### src/rtl/multicycle_sequencer.sv
// rtl/multicycle_sequencer.sv - multi-cycle LEGv8 control sequencer
//
// Steps each instruction through FETCH, DECODE, EXECUTE, MEMORY and WRITEBACK
// using the decoder's control fields, and handshakes with one shared
// instruction/data memory port. Issues one PC, register-file and
// status-register write pulse per instruction. Counts retired instructions
// and faults if the memory port stalls for too long.
//
// Parameters:
//   MEM_TIMEOUT  stall cycles tolerated on mem_ready before FAULT (0 = never)
//   CNT_W        width of instr_count
// Ports:
//   clk, reset_n         clock (rising edge), asynchronous active-low reset
//   start                run request, honoured in IDLE/HALTED only
//   halt_req             stop after the current instruction (sampled at retire)
//   mem_ready            memory completion for if_req/dmem_read/dmem_write
//   dec_*                decoded control fields, stable from DECODE to retire
//   branch_taken         branch resolution, valid in EXECUTE
//   if_req, ir_load      instruction fetch request / IR latch
//   alu_en, sreg_write   ALU capture / status register write pulse
//   dmem_read/write      data memory requests
//   wb_sel               writeback source (0 ALU, 1 memory)
//   rf_write             register-file write pulse
//   pc_write, pc_src     PC update pulse / source (0 PC+4, 1 branch target)
//   busy, fault, state   status
//   instr_count          retired-instruction count (wraps)
module multicycle_sequencer #(
  parameter int MEM_TIMEOUT = 15,
  parameter int CNT_W       = 32
) (
  input  logic             clk,
  input  logic             reset_n,
  input  logic             start,
  input  logic             halt_req,
  input  logic             mem_ready,
  input  logic             dec_mem_read,
  input  logic             dec_mem_write,
  input  logic             dec_reg_write,
  input  logic             dec_update_sreg,
  input  logic [2:0]       dec_branch_op,
  input  logic             branch_taken,
  output logic             if_req,
  output logic             ir_load,
  output logic             alu_en,
  output logic             sreg_write,
  output logic             dmem_read,
  output logic             dmem_write,
  output logic             wb_sel,
  output logic             rf_write,
  output logic             pc_write,
  output logic             pc_src,
  output logic             busy,
  output logic             fault,
  output logic [2:0]       state,
  output logic [CNT_W-1:0] instr_count
);

  localparam logic [2:0] S_IDLE      = 3'd0;
  localparam logic [2:0] S_FETCH     = 3'd1;
  localparam logic [2:0] S_DECODE    = 3'd2;
  localparam logic [2:0] S_EXECUTE   = 3'd3;
  localparam logic [2:0] S_MEMORY    = 3'd4;
  localparam logic [2:0] S_WRITEBACK = 3'd5;
  localparam logic [2:0] S_HALTED    = 3'd6;
  localparam logic [2:0] S_FAULT     = 3'd7;

  // Wide enough to hold MEM_TIMEOUT itself; with the timeout disabled the
  // counter is free to wrap since nothing compares against it.
  localparam int WAIT_W = (MEM_TIMEOUT > 0) ? $clog2(MEM_TIMEOUT + 1) : 1;

  logic [2:0]        state_q;
  logic [2:0]        state_d;
  logic [WAIT_W-1:0] wait_q;
  logic [CNT_W-1:0]  count_q;
  logic              fault_q;
  logic              retire;
  logic              timeout_hit;
  logic              is_branch;
  logic              mem_conflict;

  assign is_branch    = (dec_branch_op != 3'd0);
  assign mem_conflict = dec_mem_read & dec_mem_write;
  // mem_ready on the limit cycle still completes the access.
  assign timeout_hit  = (MEM_TIMEOUT != 0) && !mem_ready &&
                        (wait_q == WAIT_W'(MEM_TIMEOUT));

  always_comb begin
    state_d    = state_q;
    retire     = 1'b0;
    if_req     = 1'b0;
    ir_load    = 1'b0;
    alu_en     = 1'b0;
    sreg_write = 1'b0;
    dmem_read  = 1'b0;
    dmem_write = 1'b0;
    wb_sel     = 1'b0;
    rf_write   = 1'b0;
    pc_write   = 1'b0;
    pc_src     = 1'b0;

    case (state_q)
      S_IDLE, S_HALTED: begin
        if (start) state_d = S_FETCH;
      end
      S_FETCH: begin
        if_req = 1'b1;
        if (mem_ready) begin
          ir_load = 1'b1;
          state_d = S_DECODE;
        end else if (timeout_hit) begin
          state_d = S_FAULT;
        end
      end
      S_DECODE: begin
        state_d = S_EXECUTE;
      end
      S_EXECUTE: begin
        // A load+store decode is illegal: fault without touching the datapath.
        if (mem_conflict) begin
          state_d = S_FAULT;
        end else begin
          alu_en     = 1'b1;
          sreg_write = dec_update_sreg;
          if (is_branch) begin
            retire = 1'b1;
            pc_src = branch_taken;
          end else if (dec_mem_read || dec_mem_write) begin
            state_d = S_MEMORY;
          end else if (dec_reg_write) begin
            state_d = S_WRITEBACK;
          end else begin
            retire = 1'b1;
          end
        end
      end
      S_MEMORY: begin
        dmem_read  = dec_mem_read;
        dmem_write = dec_mem_write;
        if (mem_ready) begin
          if (dec_mem_read) state_d = S_WRITEBACK;
          else              retire  = 1'b1;
        end else if (timeout_hit) begin
          state_d = S_FAULT;
        end
      end
      S_WRITEBACK: begin
        rf_write = 1'b1;
        wb_sel   = dec_mem_read;
        retire   = 1'b1;
      end
      default: begin
        state_d = S_FAULT;
      end
    endcase

    if (retire) begin
      pc_write = 1'b1;
      state_d  = halt_req ? S_HALTED : S_FETCH;
    end
  end

  always_ff @(posedge clk or negedge reset_n) begin
    if (!reset_n) begin
      state_q <= S_IDLE;
      wait_q  <= '0;
      count_q <= '0;
      fault_q <= 1'b0;
    end else begin
      state_q <= state_d;
      if (state_d != state_q)
        wait_q <= '0;
      else if ((state_q == S_FETCH || state_q == S_MEMORY) && !mem_ready)
        wait_q <= wait_q + WAIT_W'(1);
      if (retire)
        count_q <= count_q + CNT_W'(1);
      if (state_d == S_FAULT)
        fault_q <= 1'b1;
    end
  end

  assign state       = state_q;
  assign instr_count = count_q;
  assign fault       = fault_q;
  assign busy        = (state_q >= S_FETCH) && (state_q <= S_WRITEBACK);

endmodule

### config.mk
export PLATFORM = sky130hd
export DESIGN_NAME = multicycle_sequencer
export DESIGN_NICKNAME = d
export VERILOG_FILES = /design/src/rtl/multicycle_sequencer.sv
export SDC_FILE = /design/constraint.sdc
export NUM_CORES = 1
export LEC_CHECK = 0
export ABC_AREA = 1
export BUFFER_PORTS_ARGS = -buffer_cell sky130_fd_sc_hd__buf_2
export CAP_MARGIN = 25
export CORE_MARGIN = 5
export CORE_UTILIZATION = 26
export CTS_CLUSTER_SIZE = 8
export DETAILED_ROUTE_END_ITERATION = 6
export HOLD_SLACK_MARGIN = 0.1
export PLACE_DENSITY = 0.56
export SLEW_MARGIN = 20
export SYNTH_ARGS = -nofsm -noshare
export SYNTH_HDL_FRONTEND = slang
export SYNTH_SLANG_ARGS = --single-unit
### constraint.sdc
create_clock -name clk -period 2.2 [get_ports clk]
set_input_delay 0.33 -clock clk [delete_from_list [all_inputs] [get_ports clk]]
set_output_delay 0.33 -clock clk [all_outputs]
set_load 0.01 [all_outputs]
==> reports/metrics.yaml, run 1 <==
drt:
  wirelength_um: 7050
  highest_layer: "met4"
  ant_nets: 0
  dr_wl_met2_um: 3230
  detail_route.vias_per_cell: 4.45
  met3WireLength_um: 538
  post_drt_wl_per_cell_um: 12.6
  first_pass_iters: 4
  drt-initial-drc-count: 126
  vias: 2493
  wl_met1_um: 3160
  drcViolationCount: 0
timing:
  tightest_slew_ns: 0.529
  rsz0062_at_grt: "false"
  setup_violations: 0
  finalHoldViolCount: 0
  layout_min_cycle_time_ns: 1.92
  worst_clock_skew_ns: 0.00264
  max_freq_mhz: 520
  tns_ns: 0
  slew_headroom_pct: 64.7
  min_period_over_period_pct: 87.4
  maxSlewViolCount: 0
cells_and_area:
  areaGrowthSynthToFinish_pct: 21.5
  drive_gt1_share_pct: 21.3
  stdcell_count: 560
  post-route-util_pct: 32.6
  final_area_um2: 3200
  most-common-layout-cells: "nand2_1, buf_2, nor2_1"
  layout_commonest_cell: "nand2_1"
  diodes: 0
  num-nets-final: 441
clock_network:
  cts_tree: "done"
  cts_buffers: 5
  cts_resized: 0
  clockRootBuffer: "clkbuf_8"
  clkTransAtPathRegs_ns: 0.07
  cts.htree.levels: 2
  ctsLongestPathBuffers: 2
  cts_sinks: 40
  clkLatencyLatePin_ns: 0.29
placement:
  hpwl_um: 5810
  dpl_cell_area_um2: 3100
  portBuffers: 59
  globalplace.congestion: 0.933
  dp_cells: 551
die:
  dieArea_um2: 12200
  start_util_pct: 26.8
  core_area_um2: 9820
  die-height_um: 111
  num_rows: 36
  io_pins: 60
  die_x_um: 111
setup_path:
  path_cells: "nand3_2, nor2_4, nand2_4, nand2_8, buf_2"
  cp.arrival_ns: 1.59
  endpoint_kind: "output port"
  crit_path_max_incr_delay_ns: 0.56
  cp_slowest_cell: "dfrtp_1"
  crit_required_ns: 1.87
  critical_path_class: "register to output port"
  crit_fanout: 19
  critical_path.top_delay_family: "flip-flops"
  cp-start-kind: "register"
  path_buf_inv: 1
synthesis:
  ys_types: 34
  syn-cell-area_um2: 2630
  ys_seq_area_share_pct: 38.0
  synthCells: 359
  synth-seq-cells: 40
  syn-num-nets: 374
  syn_avg_cell_area_um2: 7.33
  yosysWarnings: 0
global_routing:
  antenna_found_initial: 0
  grt_max_degree: 22
  grt_pass1_wl_um: 12300
  grt_use_total_pct: 12.0
  grt-ovfl-total: 0
  grt_pass1_vias: 2521
power_and_ir_drop:
  power_mw: 3.09
  vdd_ir_drop_max_mv: 0.301
  cellPowerDensity_nw_per_um2: 965
  p_leak_nw: 1.63
status:
  status: "finished clean"
run:
  max-cap-violations: 0
min_path:
  hold_path.class: "primary input to register"
[final timing paths]
check	depth (start not counted)	to	from	slack, ns
setup reg to reg	11	wait_q[2]$_DFFE_PN0P_	state[0]$_DFF_PN0_	0.31
hold / removal	3	state[2]$_DFF_PN0_	halt_req	0.37
setup / recovery	5	pc_write	state[0]$_DFF_PN0_	0.28
min in group asynchronous	2	instr_count[30]$_DFFE_PN0P_	reset_n	0.55
max in group asynchronous	3	instr_count[4]$_DFFE_PN0P_	reset_n	1.07
hold reg to reg	1	fault$_DFFE_PN0N_	fault$_DFFE_PN0N_	0.47
[metal layers]
| metal | vias up | track usage (%) |
|---|---|---|
| met5 | - | 0 |
| met2 | 82 | 19.7 |
| met1 | 1129 | 15.6 |
| met4 | 0 | 3.94 |
| met3 | 12 | 2.63 |
| li1 | 1270 | - |
[area by class of cell]
type | count | area (um2)
Multi-Input combinational cell | 272 | 1440
Timing Repair Buffer | 65 | 343
Clock buffer | 6 | 82.6
Tap cell | 133 | 166
Clock inverter | 2 | 10.0
Sequential cell | 40 | 1000
Inverter | 42 | 158
Fill cell | 1079 | 6620
[flip-flops by register name (all words and copies together) (netlist names)]
| signal | cells |
|---|---|
| instr_count | 32 |
| wait_q | 4 |
| state | 3 |
| fault | 1 |
[cells in the mapped netlist]
| cell type | instances | share of area [%] |
|---|---|---|
| a21oi_1 | 2 | 0.38 |
| a31o_1 | 1 | 0.33 |
| and3_1 | 1 | 0.24 |
| buf_2 | 2 | 0.38 |
| buf_4 | 2 | 0.57 |
| buf_6 | 1 | 0.43 |
| dfrtp_1 | 40 | 38 |
| ha_1 | 2 | 0.95 |
| inv_1 | 38 | 5.4 |
| inv_2 | 4 | 0.57 |
| mux2i_1 | 1 | 0.38 |
| nand2_1 | 113 | 16 |
| nand2_2 | 1 | 0.24 |
| nand2_4 | 2 | 0.86 |
| nand2_8 | 1 | 0.76 |
| nand3_1 | 19 | 3.6 |
| nand3_2 | 3 | 1.1 |
| nand3b_1 | 1 | 0.29 |
| nand3b_2 | 1 | 0.43 |
| nand4_1 | 12 | 2.9 |
| nand4_4 | 1 | 0.81 |
| nor2_1 | 41 | 5.8 |
| nor2_4 | 2 | 0.86 |
| nor3_1 | 15 | 2.9 |
| nor3_2 | 2 | 0.76 |
| nor3_4 | 1 | 0.62 |
| nor3b_1 | 1 | 0.29 |
| nor4_1 | 1 | 0.24 |
| o21ai_0 | 11 | 2.1 |
| o21ai_1 | 4 | 0.76 |
| o21ai_2 | 1 | 0.33 |
| o21bai_1 | 1 | 0.29 |
| xnor2_1 | 10 | 3.3 |
| xor2_1 | 21 | 7.0 |
[cell families (layout without fill, tap and decap cells)]
group,Yosys count,count (layout),share of synthesized area [%]
mux,1,1,0.380
buf+inv,47,115,7.37
compound gates,20,20,4.18
simple gates,218,218,38.8
fa+ha+maj,2,2,0.950
flops,40,40,38.0
xor+xnor,31,31,10.3
[through the flow]
| stage | hold slack, ns | worst slack (ns) |
|---|---|---|
| 2_1_floorplan | 0.0344 | 0.481 |
| 4_1_cts | 0.372 | 0.249 |
| 5_1_grt | 0.413 | 0.0520 |
| 3_3_place_gp | 0.332 | 0.352 |
| 3_5_place_dp | 0.341 | 0.288 |
| 6_report | 0.368 | 0.277 |
[worst register-to-register path: cells and delay by family (launching register included)]
kind | cells | cell delay (ns)
AND/OR/NAND/NOR | 9 | 0.93
flip-flops | 1 | 0.51
buffers and inverters | 2 | 0.38
[power breakdown]
group / total, mW / switching [mW] / internal (mW)
combinational: 1.50 / 0.985 / 0.517
clock: 0.501 / 0.251 / 0.250
sequential: 1.08 / 0.198 / 0.885
total: 3.09 / 1.43 / 1.65
[what timing repair did]
| item | CTS | global route |
|---|---|---|
| hold buffers | 1 | 0 |
| hold endpoints to repair | 19 | 0 |
| buffers inserted | 0 | 0 |
Power figures use the tool's default switching activity.
==> run 2: changes to the inputs <==
--- a/config.mk
+++ b/config.mk
@@ -8,12 +8,14 @@
 export ABC_AREA = 1
 export BUFFER_PORTS_ARGS = -buffer_cell sky130_fd_sc_hd__buf_2
 export CAP_MARGIN = 25
+export CELL_PAD_IN_SITES_DETAIL_PLACEMENT = 1
+export CELL_PAD_IN_SITES_GLOBAL_PLACEMENT = 1
 export CORE_MARGIN = 5
 export CORE_UTILIZATION = 26
 export CTS_CLUSTER_SIZE = 8
 export DETAILED_ROUTE_END_ITERATION = 6
 export HOLD_SLACK_MARGIN = 0.1
-export PLACE_DENSITY = 0.56
+export PLACE_DENSITY = 0.69
 export SLEW_MARGIN = 20
 export SYNTH_ARGS = -nofsm -noshare
 export SYNTH_HDL_FRONTEND = slang
==> reports/metrics.yaml, run 2 (synthesized netlist as in run 1, its figures left out) <==
drt:
  ant_nets: 0  # unchanged
  drcViolationCount: 0  # unchanged
  vias: 2555  # +2.5%
  wirelength_um: 7990  # +13%
  post_drt_wl_per_cell_um: 14.3  # +13%
  drt-initial-drc-count: 116  # -7.9%
  first_pass_iters: 4  # unchanged
  detail_route.vias_per_cell: 4.57  # +2.7%
clock_network:
  clkTransAtPathRegs_ns: 0.08  # about the same
  cts.htree.levels: 2  # unchanged
  cts_sinks: 40  # unchanged
  cts_buffers: 5  # unchanged
  ctsLongestPathBuffers: 2  # unchanged
  clockRootBuffer: "clkbuf_8"
  cts_tree: "done"
  clkLatencyLatePin_ns: 0.30  # about the same
power_and_ir_drop:
  p_leak_nw: 1.63  # -0.16%
  vdd_ir_drop_max_mv: 0.271  # -9.9%
  power_mw: 3.22  # +4.3%
  cellPowerDensity_nw_per_um2: 1000  # +3.8%
global_routing:
  grt_max_degree: 34  # +55%
  grt_pass1_vias: 2660  # +5.5%
  grt_pass1_wl_um: 13500  # +9.9%
  antenna_found_initial: 0  # unchanged
  grt-ovfl-total: 0  # unchanged
  grt_use_total_pct: 13.2  # +1.2 points
cells_and_area:
  largest_reg_flops: 32  # unchanged
  num-nets-final: 440  # -0.23%
  layout_commonest_cell: "nand2_1"
  most-common-layout-cells: "nand2_1, buf_2, nor2_1"
  diodes: 0  # unchanged
  areaGrowthSynthToFinish_pct: 22.0
  drive_gt1_share_pct: 21.4  # +0.050 points
timing:
  maxSlewViolCount: 0  # unchanged
  worst_clock_skew_ns: 0.0100  # +0.00737 ns
  rsz0062_at_grt: "false"
  setup_violations: 0  # unchanged
  slew_headroom_pct: 63.6  # -1.2 points
  tightest_slew_ns: 0.542  # +0.0134 ns
  max_freq_mhz: 499  # -4.0%
  min_period_over_period_pct: 91.0  # +3.6 points
  finalHoldViolCount: 0  # unchanged
  layout_min_cycle_time_ns: 2.00  # +0.0797 ns
  tns_ns: 0  # unchanged
die:
  start_util_pct: 26.8  # unchanged
  core_area_um2: 9820  # unchanged
  dieArea_um2: 12200  # unchanged
  die_x_um: 111  # unchanged
  die-height_um: 111  # unchanged
  io_pins: 60  # unchanged
  num_rows: 36  # unchanged
min_path:
  holdPathStages: 3  # unchanged
  hold_end: "state[2]$_DFF_PN0_"
  hold_path.class: "primary input to register"
  hp-start: "halt_req"
setup_path:
  crit_path_max_incr_delay_ns: 0.44  # -0.12 ns
  crit_required_ns: 1.87  # about the same
  critical_path_class: "register to output port"
  path_cells: "inv_2, nand3_2, nor2_4, nand2_4, nand2_8, buf_2"
  cp_slowest_cell: "dfrtp_1"
  worst_r2r_startpoint: "state[2]$_DFF_PN0_"
  endpoint_kind: "output port"
  r2r-end: "wait_q[0]$_DFFE_PN0P_"
  crit_fanout: 33  # +14
  cp.arrival_ns: 1.67  # +0.08 ns
  cp-start-kind: "register"
  r2r_cells: 12  # +1
  ff2ff_setup_slack_ns: 0.24  # -0.07 ns
run:
  max-cap-violations: 0  # unchanged
placement:
  hpwl_um: 6570  # +13%
  globalplace.congestion: 0.782  # -16%
  portBuffers: 59  # unchanged
status:
  status: "finished clean"
-- run 2: cell count changes in the layout (fill, tap and decap cells not counted), sizes merged --
cell	previous run	this run
buf	64	63
bufinv	0	1
clkinvlp	0	1
clkbuf	6	5
clkinv	2	1
-- run 2: metal layers --
layer / vias up / share of wire, % / GRT usage (%)
li1: 1264 / - / -
met4: 0 / 1.5 / 3.28
met3: 11 / 4.3 / 3.39
met1: 1227 / 48 / 17.5
met2: 53 / 46 / 21.5
met5: - / 0 / 0
-- run 2: worst max path at each step --
stage | start | to | slack (ns) | cells past startpoint
2_1_floorplan | instr_count[0]$_DFFE_PN0P_ | instr_count[20]$_DFFE_PN0P_ | 0.48 | 8
3_3_place_gp | state[0]$_DFF_PN0_ | wait_q[0]$_DFFE_PN0P_ | 0.25 | 11
3_5_place_dp | state[0]$_DFF_PN0_ | wait_q[0]$_DFFE_PN0P_ | 0.16 | 11
4_1_cts | state[0]$_DFF_PN0_ | wait_q[0]$_DFFE_PN0P_ | 0.15 | 11
5_1_grt | state[2]$_DFF_PN0_ | wait_q[2]$_DFFE_PN0P_ | 0.02 | 11
6_report | state[2]$_DFF_PN0_ | pc_write | 0.20 | 6
-- run 2: worst max-delay path: cells and delay by family (launching register included) --
kind / cells / cell delay, ns
buf+inv: 2 / 0.36
flops: 1 / 0.44
simple gates: 4 / 0.57
-- run 2: cell type report --
cell class,count,area (um2)
clock buffers,5,68.8
clock inverters,3,42.5
fillers,1294,6610
inverters,42,158
multi-input cells,272,1440
flip-flops and latches,40,1000
well taps,133,166
repair buffers,64,335
-- run 2: report_power, final --
group	internal (mW)	switching, mW
Sequential	0.887	0.213
Clock	0.336	0.278
Combinational	0.498	1.01
-- run 2: repair_timing --
action                     in CTS  in global routing
resized for setup               0                  1
setup buffers                   0                  0
hold buffers                    1                  0
hold endpoints to repair       13                  0
setup endpoints to repair       0                  4
-- run 2: stage by stage --
stage          hold WS (ns)  cells  util (%)  worst slack, ns  cell area, um2
6_report              0.409    559      32.7            0.197            3210
5_1_grt               0.420    559      32.7           0.0206            3210
4_1_cts               0.402    559      32.7            0.149            3210
3_5_place_dp          0.266    550      31.4            0.165            3090
3_3_place_gp          0.263    550      31.4            0.252            3090
2_1_floorplan        0.0344    359         -            0.481            2630
